## src/rtl/mem_sram_bridge_pkg.sv

```systemverilog
// rtl/mem_sram_bridge_pkg.sv - shared encodings and helpers for the CPU-to-byte-SRAM bridge
package mem_sram_bridge_pkg;

  localparam logic [1:0] SZ_BYTE = 2'b00;
  localparam logic [1:0] SZ_HALF = 2'b01;
  localparam logic [1:0] SZ_WORD = 2'b10;

  typedef enum logic [1:0] {
    IDLE = 2'd0,
    ACC  = 2'd1,
    DONE = 2'd2
  } state_e;

  function automatic logic [2:0] nbytes(input logic [1:0] size);
    case (size)
      SZ_HALF: return 3'd2;
      SZ_WORD: return 3'd4;
      default: return 3'd1;
    endcase
  endfunction

  // Size 11 is reported through the same error path as a misaligned access.
  function automatic logic misaligned(input logic [1:0] size, input logic [1:0] addr_lo);
    case (size)
      SZ_BYTE: return 1'b0;
      SZ_HALF: return addr_lo[0];
      SZ_WORD: return (addr_lo != 2'b00);
      default: return 1'b1;
    endcase
  endfunction

endpackage

```

## src/rtl/mem_byte_lane.sv

```systemverilog
// rtl/mem_byte_lane.sv - little-endian byte select for writes and byte merge for reads
module mem_byte_lane (
  input  logic [31:0] wdata,
  input  logic [1:0]  wr_idx,
  output logic [7:0]  wr_byte,
  input  logic [31:0] rbuf,
  input  logic [7:0]  rd_byte,
  input  logic [1:0]  rd_idx,
  output logic [31:0] rbuf_merged
);

  always_comb begin
    wr_byte     = wdata[{wr_idx, 3'b000} +: 8];
    rbuf_merged = rbuf;
    rbuf_merged[{rd_idx, 3'b000} +: 8] = rd_byte;
  end

endmodule

```

## src/rtl/mem_sram_bridge.sv

```systemverilog
// rtl/mem_sram_bridge.sv - services CPU byte/half/word accesses as byte sub-accesses
// on an asynchronous byte-wide SRAM with WAIT extra cycles per byte.
module mem_sram_bridge
  import mem_sram_bridge_pkg::*;
#(
  parameter int AW   = 16,
  parameter int WAIT = 1
) (
  input  logic          clk,
  input  logic          rst,
  input  logic          mReq,
  input  logic [31:0]   mAddr,
  input  logic [31:0]   mDo,
  input  logic [1:0]    mSize,
  input  logic          mWr,
  output logic [31:0]   mDi,
  output logic          mRdy,
  output logic          mErr,
  output logic [AW-1:0] sAddr,
  output logic [7:0]    sDo,
  input  logic [7:0]    sDi,
  output logic          sCe,
  output logic          sOe,
  output logic          sWe
);

  localparam logic [3:0] WAIT_C = 4'(WAIT);

  state_e        state_q, state_d;
  logic [AW-1:0] base_q, base_d;
  logic [31:0]   wdata_q, wdata_d;
  logic          wr_q, wr_d;
  logic [2:0]    nbytes_q, nbytes_d;
  logic [1:0]    idx_q, idx_d;
  logic [3:0]    wc_q, wc_d;
  logic [31:0]   rbuf_q, rbuf_d;
  logic [31:0]   mdi_q, mdi_d;
  logic          mrdy_q, mrdy_d;
  logic          merr_q, merr_d;
  logic [AW-1:0] saddr_q, saddr_d;
  logic [7:0]    sdo_q, sdo_d;
  logic          sce_q, sce_d;
  logic          soe_q, soe_d;
  logic          swe_q, swe_d;

  logic [1:0]    idx_nxt;
  logic [7:0]    lane_wr_byte;
  logic [31:0]   lane_rbuf;
  logic          unused_addr_hi;

  // Upper address bits alias onto the SRAM space.
  assign unused_addr_hi = ^mAddr[31:AW];
  assign idx_nxt        = idx_q + 2'd1;

  // The write side looks one byte ahead so sDo is registered alongside sAddr.
  mem_byte_lane u_lane (
    .wdata       (wdata_q),
    .wr_idx      (idx_nxt),
    .wr_byte     (lane_wr_byte),
    .rbuf        (rbuf_q),
    .rd_byte     (sDi),
    .rd_idx      (idx_q),
    .rbuf_merged (lane_rbuf)
  );

  always_comb begin
    state_d  = state_q;
    base_d   = base_q;
    wdata_d  = wdata_q;
    wr_d     = wr_q;
    nbytes_d = nbytes_q;
    idx_d    = idx_q;
    wc_d     = wc_q;
    rbuf_d   = rbuf_q;
    mdi_d    = mdi_q;
    mrdy_d   = mrdy_q;
    merr_d   = merr_q;
    saddr_d  = saddr_q;
    sdo_d    = sdo_q;
    sce_d    = sce_q;
    soe_d    = soe_q;
    swe_d    = swe_q;

    case (state_q)
      IDLE: begin
        if (mReq) begin
          base_d  = mAddr[AW-1:0];
          wdata_d = mDo;
          wr_d    = mWr;
          if (misaligned(mSize, mAddr[1:0])) begin
            state_d = DONE;
            mrdy_d  = 1'b1;
            merr_d  = 1'b1;
          end else begin
            state_d  = ACC;
            nbytes_d = nbytes(mSize);
            idx_d    = 2'd0;
            wc_d     = 4'd0;
            rbuf_d   = 32'h0;
            saddr_d  = mAddr[AW-1:0];
            sdo_d    = mDo[7:0];
            sce_d    = 1'b1;
            soe_d    = ~mWr;
            swe_d    = mWr;
          end
        end
      end

      ACC: begin
        if (wc_q == WAIT_C) begin
          wc_d = 4'd0;
          if (!wr_q) begin
            rbuf_d = lane_rbuf;
          end
          if (({1'b0, idx_q} + 3'd1) == nbytes_q) begin
            state_d = DONE;
            mrdy_d  = 1'b1;
            sce_d   = 1'b0;
            soe_d   = 1'b0;
            swe_d   = 1'b0;
            if (!wr_q) begin
              mdi_d = lane_rbuf;
            end
          end else begin
            idx_d   = idx_nxt;
            saddr_d = base_q + AW'(idx_nxt);
            sdo_d   = lane_wr_byte;
          end
        end else begin
          wc_d = wc_q + 4'd1;
        end
      end

      DONE: begin
        mrdy_d  = 1'b0;
        merr_d  = 1'b0;
        state_d = IDLE;
      end

      default: state_d = IDLE;
    endcase
  end

  always_ff @(posedge clk or posedge rst) begin
    if (rst) begin
      state_q  <= IDLE;
      base_q   <= '0;
      wdata_q  <= 32'h0;
      wr_q     <= 1'b0;
      nbytes_q <= 3'd0;
      idx_q    <= 2'd0;
      wc_q     <= 4'd0;
      rbuf_q   <= 32'h0;
      mdi_q    <= 32'h0;
      mrdy_q   <= 1'b0;
      merr_q   <= 1'b0;
      saddr_q  <= '0;
      sdo_q    <= 8'h0;
      sce_q    <= 1'b0;
      soe_q    <= 1'b0;
      swe_q    <= 1'b0;
    end else begin
      state_q  <= state_d;
      base_q   <= base_d;
      wdata_q  <= wdata_d;
      wr_q     <= wr_d;
      nbytes_q <= nbytes_d;
      idx_q    <= idx_d;
      wc_q     <= wc_d;
      rbuf_q   <= rbuf_d;
      mdi_q    <= mdi_d;
      mrdy_q   <= mrdy_d;
      merr_q   <= merr_d;
      saddr_q  <= saddr_d;
      sdo_q    <= sdo_d;
      sce_q    <= sce_d;
      soe_q    <= soe_d;
      swe_q    <= swe_d;
    end
  end

  assign mDi   = mdi_q;
  assign mRdy  = mrdy_q;
  assign mErr  = merr_q;
  assign sAddr = saddr_q;
  assign sDo   = sdo_q;
  assign sCe   = sce_q;
  assign sOe   = soe_q;
  assign sWe   = swe_q;

endmodule

```

## config.mk

```make
export PLATFORM = sky130hd
export DESIGN_NAME = mem_sram_bridge
export DESIGN_NICKNAME = d
export VERILOG_FILES = /design/src/rtl/mem_sram_bridge_pkg.sv /design/src/rtl/mem_byte_lane.sv /design/src/rtl/mem_sram_bridge.sv
export SDC_FILE = /design/constraint.sdc
export NUM_CORES = 1
export LEC_CHECK = 0
export ABC_AREA = 1
export CAP_MARGIN = 20
export CORE_MARGIN = 4
export CORE_UTILIZATION = 53
export DETAILED_ROUTE_END_ITERATION = 10
export GPL_ROUTABILITY_DRIVEN = 1
export PLACE_DENSITY = 0.8
export SLEW_MARGIN = 25
export SYNTH_ARGS = -nofsm -noshare
export SYNTH_HDL_FRONTEND = slang
export SYNTH_HIERARCHICAL = 1
export SYNTH_SLANG_ARGS = --single-unit
```

## constraint.sdc

```tcl
create_clock -name clk -period 7.2 [get_ports clk]
set_input_delay 1.44 -clock clk [delete_from_list [all_inputs] [get_ports clk]]
set_output_delay 1.44 -clock clk [all_outputs]
set_load 0.03 [all_outputs]
```

[Word-level counts from Yosys, hierarchy flattened]
Index checks and enable logic that the tools add are counted.
Word-level totals
  register bits: 153
  input bits: 78
  output and inout bits: 61
  logic and storage cells: 107
Cells by class
  add/sub/neg operators: 5
  equal/unequal tests: 13
  shifts and indexed selects: 3
  mux-type cells: 51
  bitwise logic cells: 3
  reduce and logical (&&, ||, !) cells: 16
Operator list (number)
  $mux 32: 4
  $mux 16: 4
  $pmux 32 s2: 1
  $bwmux 32: 1
  $mux 8: 4
  $pmux 16 s2: 1
  $shift 8x7->32 const A: 1
  $shiftx 32x6->8: 1
  $shiftx 8x7->32: 1
  $reduce_and 5->1: 4
  $add 16x2->16: 1
  $mux 2: 8
  $pmux 8 s2: 1
  $mux 1: 14
  $ne 2x2->1 const B: 7
  $mux 4: 3
  $reduce_and 3->1: 4
  $pmux 1 s2: 4
  $pmux 2 s2: 2
  $pmux 4 s2: 1
  $neg 5->7: 1
  $pmux 1 s3: 2
  $pmux 3 s2: 1
  $reduce_bool 2->1: 3
  other kinds (12): 17

[Depth between registers and ports, before layout]
  depth in word-level cells: 7
  mapped depth: 11
  mapped depth without buffers: 11

[Modules after synthesis]
The synthesis kept the hierarchy.
By module, submodules not included
  mem_sram_bridge: times used 1, cells an instance 796, area each 6940.4 um2, sequential area each 3828.7 um2
  mem_byte_lane: times used 1, cells an instance 227, area each 1041.0 um2, sequential area each 0.0 um2

[Worst setup path after synthesis]
OpenSTA, ideal clock, no wires.
  path type: in2reg
  start: input mSize[1]
  end: register saddr_q[11], in the netlist sAddr[11]
  setup time: 0.117 ns
  arrival: 2.581 ns
  required time: 7.083 ns
  path slack: 4.501 ns
  stages: 11
  buffers on the path: 1
  cell sequence: inv_1 > ha_1 > a21oi_1 > nand2_1 > nand2_1 > nand3_2 > nor2_4 > inv_2 > buf_6 > nand2_1 > nand2_1
On the way
  longest elaborated chain between the ends: 6
  elaborated cells between the ends (all ways): 8
  those cells by class: eq/ne (3); mux (3); reduce/logical (2)
Ends and longest elaborated chain
  from (decl): line mem_sram_bridge.sv:14  | input logic [1:0] mSize,
  $eq 2x2->1 (tied with other cells): line mem_sram_bridge_pkg.sv:24  | case (size)
  $pmux 1 s3 *: line mem_sram_bridge_pkg.sv:24
  $mux 1 *: line mem_sram_bridge.sv:86  | if (mReq) begin
  $mux 1 *: line mem_sram_bridge.sv:84  | case (state_q)
  $ne 2x2->1 (no source line) *
  $reduce_and 5->1 (no source line) *
  to (signal assigned): line mem_sram_bridge.sv:174  | saddr_q <= saddr_d;
  to (decl): line mem_sram_bridge.sv:40  | logic [AW-1:0] saddr_q, saddr_d;
Every way passes the cells marked *; elsewhere a longest branch is shown, timed or not. The select of a mux whose other input is x is not followed.
A chain may end at the register's enable or synchronous reset.

[Final worst setup path]
  start: input mSize[1]
  end: register sdo_q[3], in the netlist sDo[3]
On the way
  longest elaborated chain between the ends: 6
  elaborated cells between the ends (all ways): 8
  those cells by class: eq/ne (3); mux (3); reduce/logical (2)
Ends and longest elaborated chain
  $eq 2x2->1 (tied with other cells): line mem_sram_bridge_pkg.sv:24
  $pmux 1 s3 *: line mem_sram_bridge_pkg.sv:24
  $mux 1 *: line mem_sram_bridge.sv:86
  $mux 1 *: line mem_sram_bridge.sv:84
  $ne 2x2->1 (no source line) *
  $reduce_and 5->1 (no source line) *
  to (signal assigned): line mem_sram_bridge.sv:175  | sdo_q <= sdo_d;
  to (decl): line mem_sram_bridge.sv:41  | logic [7:0] sdo_q, sdo_d;
Marks and branches as above.

==> results.sh <==
export IMPL_synthArstFlopShare_pct=100
export IMPL_r2r_end="sDo[3]"
export IMPL_fmax_mhz=275
export IMPL_hold_path_end="mDi[26]"
export IMPL_finalPower_mw=4.45
export IMPL_antenna_left=0
export IMPL_ir_worst_vdd_mv=0.287
export IMPL_p_leak_nw=4.99
export IMPL_arrival_ns=3.95
export IMPL_hp_class="flip-flop to flip-flop"
export IMPL_cts_max_path_buffers=2
export IMPL_vias_per_cell=5.33
export IMPL_crit_path_start_kind="primary input"
export IMPL_post_drt_wl_per_cell_um=14.6
export IMPL_cts_hold_buf=0
export IMPL_worstSetupPathType="primary input to flip-flop"
export IMPL_routabilityCongestion=0.875
export IMPL_grt_util_met2_pct=38.4
export IMPL_slew_headroom_pct=38.4
export IMPL_start_util_pct=54.5
export IMPL_synth_top_area_cell="dfrtp_1"
export IMPL_cts_htree_levels=4
export IMPL_met1_usage_pct=31.2
export IMPL_synth_seq_cells=153
export IMPL_critPathBufInv=3
export IMPL_netlist_cell_type_count=34
export IMPL_post_place_cells=1289
export IMPL_fin_nets=1220
export IMPL_tightest_slew_ns=0.923
export IMPL_rrSetupSlack_ns=3.81
export IMPL_cts_sinks=153
export IMPL_cts_resized=0
export IMPL_crit_top_cell="nand2_1"
export IMPL_gr_total_overflow=0
export IMPL_min_period_ns=3.64
export IMPL_synthTopCellsByArea="dfrtp_1, nand2_1, nand3_1"
export IMPL_drt_iter0_markers=538
export IMPL_setup_violations=0
export IMPL_syn_inst=1023
export IMPL_antenna_diode_count=0
export IMPL_hold_depth=2
export IMPL_hold_viol=0
export IMPL_post_cts_buffers=0
export IMPL_synthFlopType="dfrtp_1"
export IMPL_grt_pass1_vias=6551
export IMPL_synth_nets=1119
export IMPL_vias=7031
export IMPL_core_area_sq_um=14600
export IMPL_grt_busiest_layer="met2"
export IMPL_clock_skew_ns=0.00827
export IMPL_pre_cts_ws_ns=3.10
export IMPL_end_kind="flip-flop"
export IMPL_grt_met3_usage_pct=5.89
export IMPL_synth_top_cell_area_share_pct=48.0
export IMPL_holdCritStartpoint="mDi[26]"
export IMPL_max_cap_violations=0
export IMPL_antenna_found_initial=0
export IMPL_crit_fanout=27
export IMPL_drc=0
export IMPL_syn_area_sq_um=7980
export IMPL_p_per_area_nw_per_um2=452
export IMPL_path_delay_family="simple AND/OR/NAND/NOR gates"
export IMPL_ff2ff_path_depth=8
export IMPL_synth_edff_count=0
export IMPL_clk_pin_slew_ns=0.06
export IMPL_slew_violations=0
export IMPL_fin_crit_sh_pct=50.5
export IMPL_fin_ws_ns=3.56
export IMPL_io_pins=139
export IMPL_cts_buffers=17
export IMPL_grtUsageTotal_pct=23.6
export IMPL_root_buffer="clkbuf_16"
export IMPL_final_cells=1319
export IMPL_worstPathRequired_ns=7.51
export IMPL_drive_above_1_share_pct=8.81
export IMPL_grt_pass1_wl_um=31700
export IMPL_wirelength_um=19200
export IMPL_grt_max_degree=108
export IMPL_slowest_delay_ns=0.55
export IMPL_tns_ns=0
export IMPL_cpMaxStageDelayCell="nor2_4"
export IMPL_rsz0062_at_grt="false"
export IMPL_reg2reg_from="idx_q[0]"
export IMPL_port_buffers=122
export IMPL_fp_dieArea_sq_um=17100
export IMPL_seq_area_frac_synth_pct=48.0
export IMPL_status="complete, no violations"
export IMPL_cts_tree="yes"
export IMPL_placementRows=44
export IMPL_place_hpwl_um=12500
export IMPL_insertion_delay_ns=0.43
export IMPL_fp_dieW_um=131
export IMPL_ys_warn_count=6
export IMPL_syn_to_final_growth_pct=23.2
export IMPL_crit_chain="clkdlybuf4s50_1, inv_1, ha_1, a21oi_1, nand2_1, nand2_1, nand3_2, nor2_4, inv_2, nand2_1, nand2_1"
export IMPL_fin_area_sq_um=9830
export IMPL_drt_pass1_iter_count=5
export IMPL_dpl_cell_area_sq_um=9250
export IMPL_die_h_um=131
export IMPL_avgSynthCellArea_sq_um=7.80
-- worst register-to-register path, stage by stage, from the launching register on --
cell	delay, ns
dfrtp_1	0.54
ha_1	0.75
xnor2_1	0.18
nand3_1	0.18
nor2_4	0.66
nor2_4	0.31
inv_2	0.49
nand2_1	0.13
nand2_1	0.09
-- metrics by stage --
step,hold WS [ns],utilization (%)
6_report,0.468,67.2
5_1_grt,0.483,67.2
4_1_cts,0.471,67.1
3_5_place_dp,0.457,63.2
3_3_place_gp,0.454,63.2
2_1_floorplan,0.446,-
-- state kept, by name (all words and copies together) (netlist names), 2 cells and up --
name	cells
mDi	32
rbuf_q	32
wdata_q	32
base_q	16
sAddr	16
sDo	8
wc_q	4
nbytes_q	3
idx_q	2
state_q	2
-- per-layer routing --
metal / vias to the layer above / wire length (um)
met3: 31 / 1360
met1: 3286 / 8240
li1: 3452 / -
met5: - / 0
met4: 0 / 382
met2: 262 / 9210
-- layout by cell type, fill, tap and decap left out, types with 4 or more instances in the layout --
master / netlist / routed
nand2_1: 402 / 400
dfrtp_1: 153 / 153
clkdlybuf4s50_1: 0 / 122
nand3_1: 120 / 120
inv_1: 83 / 82
o21ai_0: 79 / 79
mux2_2: 26 / 26
nor2_1: 22 / 21
clkbuf_16: 0 / 17
ha_1: 17 / 16
nand4_1: 14 / 14
nor2_2: 11 / 12
inv_2: 10 / 10
nor2_4: 6 / 6
clkinv_2: 0 / 6
a21oi_1: 5 / 5
buf_4: 4 / 5
or2_1: 5 / 5
clkbuf_8: 0 / 4
-- kinds of logic (layout without fill, tap and decap cells) --
kind of cell,after synthesis,in the layout,synth area share (%)
xor gates and xnor gates,4,4,0.439
DFF,153,153,48.0
buffers and inverters,140,252,7.43
and+or+nand+nor,589,589,31.4
AOI/OAI and AO/OA,93,93,6.16
muxes,26,26,3.67
adders and majority gates,18,18,2.92
-- where the power goes --
group          total, mW  switching [mW]  internal (mW)
combinational       2.14            1.39          0.752
clock              0.878           0.339          0.538
sequential          1.43           0.223           1.21
total               4.45            1.95           2.50
-- how the worst max path moves through the flow --
stage	from	endpoint	slack, ns	cells past startpoint
after floorplan	rst	base_q[0]	1.64	1
after CTS	mSize[1]	sDo[3]	3.56	11
after detailed placement	mSize[1]	sDo[3]	3.10	11
after global placement	mSize[1]	sAddr[12]	3.20	11
final	mSize[1]	sDo[3]	3.56	11
after global routing	mSize[1]	sAddr[8]	3.37	11
-- cell usage after synthesis, types with 5 or more instances --
cell and number:
or2_1 5, dfrtp_1 153, mux2_2 26, inv_1 83
o21ai_0 79, buf_2 20, nor2_1 22, ha_1 17
nor2_2 11, inv_2 10, nand4_1 14, nand2_1 402
clkbuf_1 17, a21oi_1 5, nand3_1 120, nor2_4 6
-- area by class of cell --
class                      count  area, sq um
clock buffer                  21          480
sequential                   153         3830
timing repair buffer         127         1260
clock inverter                 9         97.6
tap                          184          230
fill                        1210         4810
multi-input combinational    730         3570
inverter                      95          369
(Power assumes the default switching activity.)
